--- config.mk ---
export PLATFORM = sky130hd
export DESIGN_NAME = load_unit
export DESIGN_NICKNAME = d
export VERILOG_FILES = /design/src/rtl/load_unit.sv
export SDC_FILE = /design/constraint.sdc
export NUM_CORES = 1
export LEC_CHECK = 0
export ABC_AREA = 1
export BUFFER_PORTS_ARGS = -buffer_cell sky130_fd_sc_hd__buf_2
export CORE_ASPECT_RATIO = 1.2
export CORE_MARGIN = 8
export CORE_UTILIZATION = 40
export CTS_CLUSTER_DIAMETER = 40
export DETAILED_ROUTE_END_ITERATION = 10
export PLACE_DENSITY_LB_ADDON = 0.05
export SLEW_MARGIN = 10
export SYNTH_ARGS = -nofsm -noshare
export SYNTH_HDL_FRONTEND = slang
export SYNTH_SLANG_ARGS = --single-unit
--- constraint.sdc ---
create_clock -name clk -period 2.63 [get_ports clk]
set_input_delay 0.3945 -clock clk [delete_from_list [all_inputs] [get_ports clk]]
set_output_delay 0.3945 -clock clk [all_outputs]
set_load 0.01 [all_outputs]
--- src/rtl/load_unit.sv ---
// RV32I load unit: takes a load request, issues one word-aligned read, then extracts and extends the addressed byte, halfword or word.
// Latency: mem_re one cycle after accept; response one cycle after mem_rvalid, and one cycle after accept for misaligned/illegal loads.
// Backpressure: one load in flight; req_ready stays low until the response handshakes; response fields hold while resp_ready is low.
//
// Ports:
//   clk, rst                 clock (rising edge), asynchronous active-high reset
//   req_valid/req_ready      load request handshake carrying instr and daddr
//   mem_re, mem_addr         one-cycle read strobe and word-aligned address
//   mem_rvalid, mem_rdata    read data return (little-endian word)
//   resp_valid/resp_ready    response handshake to writeback
//   resp_data, resp_rd       extended load result and destination register
//   resp_err, resp_err_code  fault flag; 01 misaligned, 10 illegal funct3, 11 timeout
module load_unit #(
    parameter int TIMEOUT_CYCLES = 16
) (
    input  logic        clk,
    input  logic        rst,
    input  logic        req_valid,
    output logic        req_ready,
    input  logic [31:0] instr,
    input  logic [31:0] daddr,
    output logic        mem_re,
    output logic [31:0] mem_addr,
    input  logic        mem_rvalid,
    input  logic [31:0] mem_rdata,
    output logic        resp_valid,
    input  logic        resp_ready,
    output logic [31:0] resp_data,
    output logic [4:0]  resp_rd,
    output logic        resp_err,
    output logic [1:0]  resp_err_code
);

    typedef enum logic [1:0] {
        IDLE     = 2'd0,
        WAIT_MEM = 2'd1,
        RESP     = 2'd2
    } state_t;

    localparam logic [7:0] CNT_LAST = 8'(TIMEOUT_CYCLES - 1);

    state_t      state;
    state_t      state_nxt;
    logic [2:0]  funct3_q;
    logic [1:0]  off_q;
    logic [7:0]  cnt;
    logic        accept;
    logic [2:0]  req_f3;
    logic        f3_illegal;
    logic        misaligned;
    logic        timeout_hit;
    logic [7:0]  sel_byte;
    logic [15:0] sel_half;
    logic [31:0] ext_data;
    logic        unused_instr;

    // Only funct3 and rd are meaningful to this unit.
    assign unused_instr = ^{instr[31:15], instr[6:0]};

    assign req_ready   = (state == IDLE) && !rst;
    assign accept      = req_valid && req_ready;
    assign resp_valid  = (state == RESP);
    assign req_f3      = instr[14:12];
    assign timeout_hit = (cnt == CNT_LAST);

    // Illegal funct3 takes priority over misalignment.
    assign f3_illegal = (req_f3 == 3'b011) || (req_f3 == 3'b110) || (req_f3 == 3'b111);
    assign misaligned = (((req_f3 == 3'b001) || (req_f3 == 3'b101)) && daddr[0])
                     || ((req_f3 == 3'b010) && (daddr[1:0] != 2'b00));

    // Lane selection from the latched byte offset.
    always_comb begin
        sel_byte = mem_rdata[7:0];
        case (off_q)
            2'd0:    sel_byte = mem_rdata[7:0];
            2'd1:    sel_byte = mem_rdata[15:8];
            2'd2:    sel_byte = mem_rdata[23:16];
            default: sel_byte = mem_rdata[31:24];
        endcase
    end

    assign sel_half = off_q[1] ? mem_rdata[31:16] : mem_rdata[15:0];

    always_comb begin
        ext_data = '0;
        case (funct3_q)
            3'b000:  ext_data = {{24{sel_byte[7]}}, sel_byte};
            3'b100:  ext_data = {24'h0, sel_byte};
            3'b001:  ext_data = {{16{sel_half[15]}}, sel_half};
            3'b101:  ext_data = {16'h0, sel_half};
            3'b010:  ext_data = mem_rdata;
            default: ext_data = '0;
        endcase
    end

    always_ff @(posedge clk or posedge rst) begin
        if (rst) begin
            state <= IDLE;
        end else begin
            state <= state_nxt;
        end
    end

    always_comb begin
        state_nxt = state;
        case (state)
            IDLE: begin
                if (accept) begin
                    state_nxt = (f3_illegal || misaligned) ? RESP : WAIT_MEM;
                end
            end
            WAIT_MEM: begin
                // Data arriving on the timeout cycle still completes normally.
                if (mem_rvalid || timeout_hit) begin
                    state_nxt = RESP;
                end
            end
            RESP: begin
                if (resp_ready) begin
                    state_nxt = IDLE;
                end
            end
            default: state_nxt = IDLE;
        endcase
    end

    always_ff @(posedge clk or posedge rst) begin
        if (rst) begin
            funct3_q      <= '0;
            off_q         <= '0;
            cnt           <= '0;
            mem_re        <= 1'b0;
            mem_addr      <= '0;
            resp_data     <= '0;
            resp_rd       <= '0;
            resp_err      <= 1'b0;
            resp_err_code <= '0;
        end else begin
            mem_re <= 1'b0;
            case (state)
                IDLE: begin
                    if (accept) begin
                        funct3_q <= req_f3;
                        off_q    <= daddr[1:0];
                        resp_rd  <= instr[11:7];
                        if (f3_illegal) begin
                            resp_err      <= 1'b1;
                            resp_err_code <= 2'b10;
                            resp_data     <= '0;
                        end else if (misaligned) begin
                            resp_err      <= 1'b1;
                            resp_err_code <= 2'b01;
                            resp_data     <= '0;
                        end else begin
                            mem_addr <= {daddr[31:2], 2'b00};
                            mem_re   <= 1'b1;
                            cnt      <= '0;
                        end
                    end
                end
                WAIT_MEM: begin
                    if (mem_rvalid) begin
                        resp_data     <= ext_data;
                        resp_err      <= 1'b0;
                        resp_err_code <= 2'b00;
                    end else if (timeout_hit) begin
                        resp_data     <= '0;
                        resp_err      <= 1'b1;
                        resp_err_code <= 2'b11;
                    end else begin
                        cnt <= cnt + 8'd1;
                    end
                end
                default: begin
                end
            endcase
        end
    end

endmodule

==> summary.txt, run 1 <==
Synthesis
  • Seq/Total Area, Yosys: 46.7%
  • Synthesized area per cell: 6.98 um^2
  • Largest cells by area after synthesis: sky130_fd_sc_hd__dfrtp_1 47%, sky130_fd_sc_hd__nand2_1 29%, sky130_fd_sc_hd__inv_1 4.2%
  • Number of different library cells in the post-synthesis netlist: 30
  • Portion of synthesized cell area occupied by the leading cell type: between 40% and 50%
  • Cell count after synthesis: 660
  • Cell area after synthesis: approximately 4600 um^2
  • Yosys Warn Count: 0
  • Cell taking the most area after synthesis: sky130_fd_sc_hd__dfrtp_1
  • FF+latch count, synth: 86

Timing
  • Time the final worst path needs with I/O delays and setup: between 1.5 and 2 ns
  • Final count of negative-setup-slack endpoints: 0
  • Final hold violation count: 0
  • Setup repair after global routing missed its margin: no
  • Relative slew slack: between 40% and 50%
  • Worst clock skew on the final layout: roughly 0.004 ns
  • Share of the cycle needed by the critical path after routing: 70.3%
  • Slew of the pin with the lowest slew margin: roughly 0.76 ns
  • Smallest hold slack: between 0.15 and 0.2 ns
  • Pins Over Slew Limit: 0
  • Fmax: about 0.54 GHz

Cells and area
  • Multi-input gate area in the final layout: between 2000 and 2500 um^2
  • Diode count: 0
  • Core utilization of the finished layout: 50.6%
  • Layout fillers: 1210
  • Layout Area Growth over Synthesis: 25.2%
  • Most common cell after layout, fill and taps aside: sky130_fd_sc_hd__nand2_1
  • Area taken by flip-flops and latches: ~2200 um^2
  • Post-layout nets: 904
  • Most frequent cells in the layout: 353 x sky130_fd_sc_hd__nand2_1, 149 x sky130_fd_sc_hd__buf_2, 86 x sky130_fd_sc_hd__dfrtp_1, 51 x sky130_fd_sc_hd__inv_1, 47 x sky130_fd_sc_hd__nor2_1
  • Fraction of final layout cells sized beyond drive strength 1: between 20% and 30%

Drt
  • Drt pass-1 iters: 4
  • Total vias in the final route: around 4500
  • Iter 0 DRT Violations: between 200 and 250
  • Total detailed-routing wirelength: roughly 13 mm
  • Detail-routed net length per standard cell: between 10 and 15 um
  • Drt drc: 0
  • Number of nets still failing antenna checks after routing: 0
  • Via-per-instance ratio: between 4 and 5

Setup path
  • Crit path launch type: register
  • Critical-path maximum fanout: 31
  • Cell type with the highest occurrence count on the critical path: sky130_fd_sc_hd__nand2_1
  • Highest cell delay on the worst timing path: 0.44 ns
  • Worst path top cell family by delay: simple AND/OR/NAND/NOR gates
  • Sort of element at the end of the critical path: register
  • Data required time at the worst endpoint: about 2.9 ns
  • Worst endpoint data arrival time: roughly 2.1 ns
  • Kind of critical path: register to register
  • Critical path buffer and inverter count: 2
  • Library cell contributing the largest single delay on the critical path: sky130_fd_sc_hd__dfrtp_1
  • CP Cell Sequence: nor2_2 > nand3_4 > inv_2 > nand3_2 > buf_4 > nand2_1 > nand3_1 > nand2_1

Die
  • Placement row count: 43
  • Die footprint: ~15000 um^2
  • Floorplan die height: around 130 um
  • Die W: 114 um
  • Top-Level Pins: approximately 180
  • Initial core utilization: between 40% and 50%
  • Area of the core: 11400 um^2

Clocking
  • Skew-Pair Late Insertion Delay: 0.33 ns
  • Hold buffer count at cts: 0
  • Post-CTS Repair Setup Buffers: 0
  • TritonCTS clock tree: done
  • Worst-path clk slew: about 0.060 ns
  • Clock root cell: sky130_fd_sc_hd__clkbuf_16
  • Number of buffers added by the clock tree synthesis step: 9
  • Buffer levels on the longest clock path: 2
  • Clock sink total: 86
  • CTS resizes: 0
  • # H-tree levels: 3

Power and ir drop
  • Leakage: approximately 0.0035 uW
  • Maximum vdd ir drop: 0.000531 V
  • Cell Pwr Density: 1010 nW/um^2
  • Power, Total: 5800 uW

Global route
  • Pin count of the biggest net entering global routing: 61
  • Combined global-route utilization of all metal layers: a little under a fifth
  • First-pass GRT wire length: around 23 mm
  • Antenna violations before repair: 0
  • Number of global-route vias before repair: 4628
  • Overflow left after global routing: 0

Worst hold path
  • Worst min path class: input pin to async pin

Flow run
  • Max Cap Violations: 0

Placement
  • Final GP Congestion: 0.837
  • Number of buffer cells added on primary ports: about 150
  • HPWL after detailed placement: between 9 and 10 mm

Run status
  • Outcome: finished clean
## registers in the layout (all words and copies together) (netlist names)
signal / flops
mem_addr: 30
cnt: 8
resp_data: 32
resp_err: 1
resp_rd: 5
resp_err_code: 2
off_q: 2
state: 2
mem_re: 1
funct3_q: 3
## worst register-to-register path, stage by stage (launching register included)
cell and delay, ns:
sky130_fd_sc_hd__dfrtp_1 0.44, sky130_fd_sc_hd__nor2_2 0.19, sky130_fd_sc_hd__nand3_4 0.20, sky130_fd_sc_hd__inv_2 0.21
sky130_fd_sc_hd__nand3_2 0.08, sky130_fd_sc_hd__buf_4 0.24, sky130_fd_sc_hd__nand2_1 0.25, sky130_fd_sc_hd__nand3_1 0.11
sky130_fd_sc_hd__nand2_1 0.07
## kinds of logic after synthesis
logic type               Yosys count  synth area share, %
other                              1               0.0814
AO/OA/AOI/OAI                     35                 4.32
adder cells (fa/ha/maj)            1                0.272
XOR/XNOR                           4                0.761
buffers and inverters             83                 8.01
AND/OR/NAND/NOR                  450                 39.8
flip-flops                        86                 46.7
## per-stage QoR
step           setup slack [ns]  instances  setup TNS (ns)  instance area (um^2)
6_report                  0.780        964               0                  5770
5_1_grt                   0.528        964               0                  5770
4_1_cts                   0.726        964               0                  5770
3_5_place_dp              0.736        948               0                  5460
3_3_place_gp              0.740        948               0                  5460
2_1_floorplan           -0.0122        661          -0.244                  4620
## metal layers
metal  GRT usage [%]  part of all wire (%)  wire length [um]
met5               0                     0                 0
met4            5.26                   1.1               147
met3            5.57                   8.3              1120
met2            30.9                    48              6420
met1            21.8                    43              5720
## cell usage after synthesis, drive strengths merged
cell type,n
a21oi,6
buf,20
clkbuf,6
clkinv,1
conb,1
dfrtp,86
ha,1
inv,56
nand2,357
nand3,33
nand4,3
nor2,56
nor3,1
o211ai,6
o21ai,21
o21bai,2
xnor2,1
xor2,3
## where the power goes
part           internal [uW]  switching (uW)  total [uW]
Clock                    768             557        1330
Combinational            867            1580        2440
Sequential              1760             272        2030
## cell type report
cell class	count	area share, %
clock buffer	10	4.14
clock inverter	6	1.17
inverter	57	3.78
multi-input combinational	492	36.3
sequential	86	37.3
tap	157	3.41
timing repair buffer	156	13.8
## worst paths after layout
path,start,endpoint,slack (ns),cells after the start
max in group asynchronous,rst,funct3_q[2]$_DFFE_PP0P_,1.33,4
min,rst,mem_addr[7]$_DFFE_PP0P_,0.20,3
min in group clk,instr[11],resp_rd[4]$_DFFE_PP0P_,0.25,3
max,state[1]$_DFFE_PP0P_,cnt[5]$_DFFE_PP0P_,0.78,8
max reg2reg,state[1]$_DFFE_PP0P_,cnt[5]$_DFFE_PP0P_,0.78,8
min reg2reg,resp_data[23]$_DFFE_PP0P_,resp_data[23]$_DFFE_PP0P_,0.47,2
Note: power is estimated with default switching activity, not from simulation.
==> run 2, diff against run 1 <==
- clock period: 2.63 -> 1.8 ns (I/O delays scaled with it)
==> run 2 against run 1 <==
Sequential power rose by 45%. Clock-buffer cell count is the same. Worst setup slack got worse by 0.59 ns. Critical endpoint is now resp_data[2]$_DFFE_PP0P_. Highest routed layer unchanged. Final cell count up 0.83%. Largest power group unchanged. Clock skew up 0.0042 ns. Maximum frequency rose by 15%. Flip-flop and latch count unchanged. Routed wire length shrank 1.8%. Die area unchanged. Core utilization grew 1.1 points. First-iteration DRC count fell by 24%.
==> summary.txt, run 2 (synthesized netlist as in run 1, its figures left out) <==
Setup path
  • Cell type with the highest occurrence count on the critical path: sky130_fd_sc_hd__nand2_1
  • Data required time at the worst endpoint: between 2 and 2.5 ns
  • Crit path launch type: register
  • Critical-path maximum fanout: 36
  • Kind of critical path: register to register
  • Highest cell delay on the worst timing path: 0.39 ns
  • Reg2Reg Setup Slack: 0.19 ns
  • Library cell contributing the largest single delay on the critical path: sky130_fd_sc_hd__dfrtp_1
  • Sort of element at the end of the critical path: register
  • Worst endpoint data arrival time: ~1.9 ns
  • CP Cell Sequence: ha_1 > nand3_2 > nor2_1 > nor2_4 > nor2_8 > nand2_8 > nand2_1 > nand2_1

Timing
  • Final count of negative-setup-slack endpoints: 0
  • Setup repair after global routing missed its margin: no
  • Worst clock skew on the final layout: between 0.008 and 0.009 ns
  • Pins Over Slew Limit: 0
  • Fmax: 0.620 GHz
  • Final setup TNS: 0 ns
  • Share of the cycle needed by the critical path after routing: approximately nine tenths
  • Worst Setup Slack, final: between 0.15 and 0.2 ns
  • Final hold violation count: 0
  • Time the final worst path needs with I/O delays and setup: 1.61 ns

Cells and area
  • Core utilization of the finished layout: 51.6%
  • Diode count: 0
  • Layout fillers: 1199
  • Post-layout nets: 912
  • Largest regs: resp_data (32), mem_addr (30), cnt (8)
  • Number of flip-flops under the largest register name: 32
  • Fraction of final layout cells sized beyond drive strength 1: around a quarter
  • Biggest register: resp_data
  • Design Area, Final: 5890 um^2
  • Most common cell after layout, fill and taps aside: sky130_fd_sc_hd__nand2_1
  • Layout Area Growth over Synthesis: 27.9%
  • Most frequent cells in the layout: 352 x sky130_fd_sc_hd__nand2_1, 149 x sky130_fd_sc_hd__buf_2, 86 x sky130_fd_sc_hd__dfrtp_1, 51 x sky130_fd_sc_hd__inv_1, 47 x sky130_fd_sc_hd__nor2_1
  • Final instance count without filler cells: between 900 and 1000

Global route
  • Antenna violations before repair: 0
  • Combined global-route utilization of all metal layers: 17.8%
  • Overflow left after global routing: 0
  • Pin count of the biggest net entering global routing: 87
  • First-pass GRT wire length: ~22 mm
  • Number of global-route vias before repair: 4679

Clocking
  • Number of buffers added by the clock tree synthesis step: 9
  • TritonCTS clock tree: done
  • Clock root cell: sky130_fd_sc_hd__clkbuf_16
  • CTS resizes: 0
  • Worst-path clk slew: around 0.070 ns
  • Post-CTS Repair Setup Buffers: 0
  • Skew-Pair Late Insertion Delay: about 0.34 ns
  • Buffer levels on the longest clock path: 2
  • Clock sink total: between 80 and 90
  • Hold buffer count at cts: 0
  • # H-tree levels: 3

Placement
  • Number of buffer cells added on primary ports: 149
  • Area of placed instances: 5580 um^2
  • Cells after DPL: about 960
  • Setup slack after placement: 0.182 ns
  • Final GP Congestion: between 0.8 and 0.9
  • HPWL after detailed placement: between 9 and 10 mm

Die
  • Initial core utilization: between 40 and 50%
  • Floorplan die height: 134 um
  • Placement row count: 43
  • Die W: ~110 um
  • Area of the core: approximately 11000 um^2
  • Die footprint: between 15000 and 20000 um^2
  • Top-Level Pins: 176

Power and ir drop
  • Maximum vdd ir drop: roughly 0.00065 V
  • Leakage: 0.00357 uW
  • Cell Pwr Density: 1460 nW/um^2

Drt
  • Number of nets still failing antenna checks after routing: 0
  • Drt drc: 0
  • Iter 0 DRT Violations: around 160
  • Total vias in the final route: about 4500
  • Drt pass-1 iters: 4
  • Via-per-instance ratio: 4.60
  • Total detailed-routing wirelength: between 10 and 15 mm
  • Detail-routed net length per standard cell: approximately 14 um

Worst hold path
  • Worst min path class: input pin to register

Run status
  • Outcome: finished clean

Flow run
  • Max Cap Violations: 0
==> run 2: cell types whose count changed in the layout (fill, tap and decap cells not counted), sizes merged <==
cell      previous run  this run
clkinv               2         1
inv                 57        56
clkinvlp             3         5
buf                156       164
==> run 2: path summary, 6_finish.rpt <==
path | from | end | cells after the start
min in group asynchronous | rst | cnt[0]$_DFFE_PP0P_ | 3
worst max register to register | cnt[0]$_DFFE_PP0P_ | resp_data[2]$_DFFE_PP0P_ | 8
worst min register to register | resp_err$_DFFE_PP0P_ | resp_err$_DFFE_PP0P_ | 2
worst max-delay path | cnt[0]$_DFFE_PP0P_ | resp_data[2]$_DFFE_PP0P_ | 8
worst min-delay path | resp_ready | state[1]$_DFFE_PP0P_ | 2
max in group asynchronous | rst | resp_data[27]$_DFFE_PP0P_ | 3
==> run 2: cell type report <==
| class | count | area, um^2 | share of cell area, % |
|---|---|---|---|
| repair buffers | 164 | 908 | 15.4 |
| clock buffers | 10 | 239 | 4.06 |
| well taps | 157 | 196 | 3.33 |
| flip-flops and latches | 86 | 2150 | 36.5 |
| clock inverters | 6 | 70.1 | 1.19 |
| multi-input cells | 492 | 2100 | 35.7 |
| inverters | 57 | 221 | 3.76 |
==> run 2: worst max-delay path: cells and delay by family, from the launching register on <==
family,cells,cell delay [ns]
DFF,1,0.39
and+or+nand+nor,7,0.90
adders and majority gates,1,0.20
==> run 2: power by group <==
| group | switching (uW) | internal [uW] |
|---|---|---|
| sequential | 377 | 2570 |
| combinational | 2330 | 1380 |
| clock | 821 | 1120 |
| total | 3530 | 5070 |
==> run 2: stage by stage <==
| step | total power, uW | hold slack [ns] |
|---|---|---|
| floorplan | 5420 | 0.361 |
| global placement | 6680 | 0.449 |
| detailed placement | 6740 | 0.454 |
| CTS | 8730 | 0.0928 |
| global route | 9330 | 0.105 |
| finish | 8600 | 0.102 |
==> run 2: metal layers <==
metal | vias up | GRT usage (%) | share of wire [%]
met2 | 144 | 29.9 | 48
met4 | 0 | 8.01 | 2.4
met1 | 2014 | 19.9 | 41
met5 | - | 0 | 0
li1 | 2290 | - | -
met3 | 22 | 6.02 | 8.1
==> run 3, diff against run 2 <==
- CORE_MARGIN: 8 -> not set
- PLACE_DENSITY: not set -> 0.75
- PLACE_DENSITY_LB_ADDON: 0.05 -> not set
==> run 3 against run 2 <==
Routed wire length decreased by 11%. Final cell count decreased by 0.72%. Power decreased by 2.8%. Global-route usage increased by 2.9 points. Critical path depth unchanged. Clock skew decreased by 0.0021 ns. Sequential power increased by 1%. Non-clock buffer count decreased by 4. Design area decreased by 0.98%. Worst setup slack got worse by 0.0066 ns. Flip-flop and latch count unchanged. Critical path type unchanged.
==> summary.txt, run 3 (synthesized netlist as in run 1, its figures left out) <==
Cells and area
  • Number of flip-flops under the largest register name: 32
  • Most common cell after layout, fill and taps aside: sky130_fd_sc_hd__nand2_1
  • Fraction of final layout cells sized beyond drive strength 1: 24.8%
  • Layout fillers: between 1000 and 1500
  • Diode count: 0
  • Biggest register: resp_data
  • Post-layout nets: ~910
  • Layout Area Growth over Synthesis: 26.7%
  • Final instance count without filler cells: 965
  • Largest regs: resp_data (32), mem_addr (30), cnt (8)
  • Most frequent cells in the layout: 352 x sky130_fd_sc_hd__nand2_1, 149 x sky130_fd_sc_hd__buf_2, 86 x sky130_fd_sc_hd__dfrtp_1, 51 x sky130_fd_sc_hd__inv_1, 46 x sky130_fd_sc_hd__nor2_1

Drt
  • Total detailed-routing wirelength: roughly 12 mm
  • Via-per-instance ratio: around 4.7
  • Drt pass-1 iters: 5
  • Number of nets still failing antenna checks after routing: 0
  • Total vias in the final route: roughly 4500
  • Iter 0 DRT Violations: slightly above 200
  • Drt drc: 0
  • Detail-routed net length per standard cell: between 10 and 15 um

Worst hold path
  • Worst min path class: input pin to async pin

Clocking
  • Hold buffer count at cts: 0
  • Clock root cell: sky130_fd_sc_hd__clkbuf_16
  • Buffer levels on the longest clock path: 2
  • Worst-path clk slew: approximately 0.060 ns
  • # H-tree levels: 3
  • Post-CTS Repair Setup Buffers: 0
  • TritonCTS clock tree: done
  • Skew-Pair Late Insertion Delay: 0.34 ns
  • Number of buffers added by the clock tree synthesis step: 9
  • Clock sink total: 86

Global route
  • Overflow left after global routing: 0
  • Pin count of the biggest net entering global routing: 87
  • First-pass GRT wire length: 19.6 mm
  • Antenna violations before repair: 0
  • Combined global-route utilization of all metal layers: 20.7%
  • Number of global-route vias before repair: approximately 4200

Setup path
  • Critical-path maximum fanout: 36
  • Reg2Reg Setup Slack: ~0.18 ns
  • Highest cell delay on the worst timing path: approximately 0.4 ns
  • Library cell contributing the largest single delay on the critical path: sky130_fd_sc_hd__dfrtp_1
  • Worst path top cell family by delay: simple AND/OR/NAND/NOR gates
  • Data required time at the worst endpoint: 2.03 ns
  • Critical path buffer and inverter count: 0
  • Crit path launch type: register
  • CP Cell Sequence: ha_2 > nand3_2 > nor2_2 > nor2_4 > nor2_8 > nand2_8 > nand2_1 > nand2_1
  • Kind of critical path: register to register
  • Startpoint of the worst-slack reg-to-reg timing path: cnt[0]$_DFFE_PP0P_
  • Capture instance of the worst register-to-register path: resp_data[14]$_DFFE_PP0P_
  • Sort of element at the end of the critical path: register
  • Worst endpoint data arrival time: 1.85 ns
  • Worst-case reg-to-reg path depth: 8
  • Cell type with the highest occurrence count on the critical path: sky130_fd_sc_hd__nand2_1

Die
  • Floorplan die height: between 100 and 150 um
  • Initial core utilization: approximately two fifths
  • Area of the core: 11100 um^2
  • Die footprint: about 12000 um^2
  • Top-Level Pins: 176
  • Placement row count: 42
  • Die W: approximately 100 um

Timing
  • Time the final worst path needs with I/O delays and setup: approximately 1.6 ns
  • Final setup TNS: 0 ns
  • Pins Over Slew Limit: 0
  • Final count of negative-setup-slack endpoints: 0
  • Setup repair after global routing missed its margin: no
  • Final hold violation count: 0
  • Worst Setup Slack, final: around 0.18 ns
  • Fmax: 0.618 GHz
  • Share of the cycle needed by the critical path after routing: between 80% and 90%
  • Worst clock skew on the final layout: between 0.006 and 0.007 ns

Placement
  • Cells after DPL: 949
  • Final GP Congestion: between 0.9 and 1
  • Setup slack after placement: ~0.098 ns
  • HPWL after detailed placement: approximately 8.5 mm
  • Number of buffer cells added on primary ports: 149

Power and ir drop
  • Maximum vdd ir drop: roughly 0.00071 V
  • Leakage: about 0.0035 uW
  • Cell Pwr Density: about 1400 nW/um^2

Flow run
  • Max Cap Violations: 0

Run status
  • Outcome: finished clean
[run 3: changes by cell type in the layout (fill, tap and decap cells not counted), sizes merged]
| cell | change |
|---|---|
| inv | +2 |
| clkinv | +2 |
| clkbuf | -1 |
| buf | -4 |
| bufinv | -1 |
| clkinvlp | -2 |
[run 3: final cells by class]
type | count | area [um^2] | share of cell area, %
Clock buffer | 9 | 225 | 3.86
Clock inverter | 7 | 66.3 | 1.14
Inverter | 57 | 218 | 3.73
Multi-Input combinational cell | 492 | 2110 | 36.2
Sequential cell | 86 | 2150 | 36.9
Tap cell | 154 | 193 | 3.30
Timing Repair Buffer | 160 | 866 | 14.8
[run 3: power breakdown]
| part | leakage, uW | internal (uW) | switching, uW |
|---|---|---|---|
| registers | 0.00113 | 2570 | 417 |
| logic | 0.00228 | 1320 | 2260 |
| clock network | 0.000136 | 964 | 831 |
[run 3: worst register-to-register path: stages, from the launching register on]
cell and delay [ns]:
sky130_fd_sc_hd__dfrtp_1 0.39, sky130_fd_sc_hd__ha_2 0.24, sky130_fd_sc_hd__nand3_2 0.13, sky130_fd_sc_hd__nor2_2 0.18, sky130_fd_sc_hd__nor2_4 0.07, sky130_fd_sc_hd__nor2_8 0.15
sky130_fd_sc_hd__nand2_8 0.17, sky130_fd_sc_hd__nand2_1 0.12, sky130_fd_sc_hd__nand2_1 0.05
[run 3: worst max path at each step]
stage	start	endpoint	cells after the start
after floorplan	rst	cnt[0]$_DFFE_PP0P_	7
after global placement	off_q[1]$_DFFE_PP0P_	resp_data[31]$_DFFE_PP0P_	9
after detailed placement	cnt[0]$_DFFE_PP0P_	resp_data[29]$_DFFE_PP0P_	8
after CTS	cnt[0]$_DFFE_PP0P_	resp_data[29]$_DFFE_PP0P_	8
after global routing	cnt[0]$_DFFE_PP0P_	resp_data[26]$_DFFE_PP0P_	8
final	cnt[0]$_DFFE_PP0P_	resp_data[14]$_DFFE_PP0P_	8
[run 3: metrics by stage]
step	instance area [um^2]	power, uW	hold WS (ns)	utilization (%)
finish	5830	8360	0.0958	52.4
floorplan	4640	5420	0.361	-
global placement	5530	6530	0.445	49.7
detailed placement	5530	6600	0.448	49.7
global route	5830	9070	0.103	52.4
CTS	5820	8420	0.0856	52.3
[run 3: repair_timing]
| item | 4_1_cts | 5_1_grt |
|---|---|---|
| endpoints found under the setup margin | 0 | 35 |
| gates resized for setup | 0 | 3 |
| hold endpoints to repair | 0 | 0 |
[run 3: routing by layer]
metal  global-route usage [%]  part of all wire [%]  up-vias
met4                     6.89                   1.7        0
met1                     26.1                    43     2023
met3                     4.37                   7.2       19
li1                         -                     -     2291
met5                        0                     0        -
met2                     35.2                    48      159
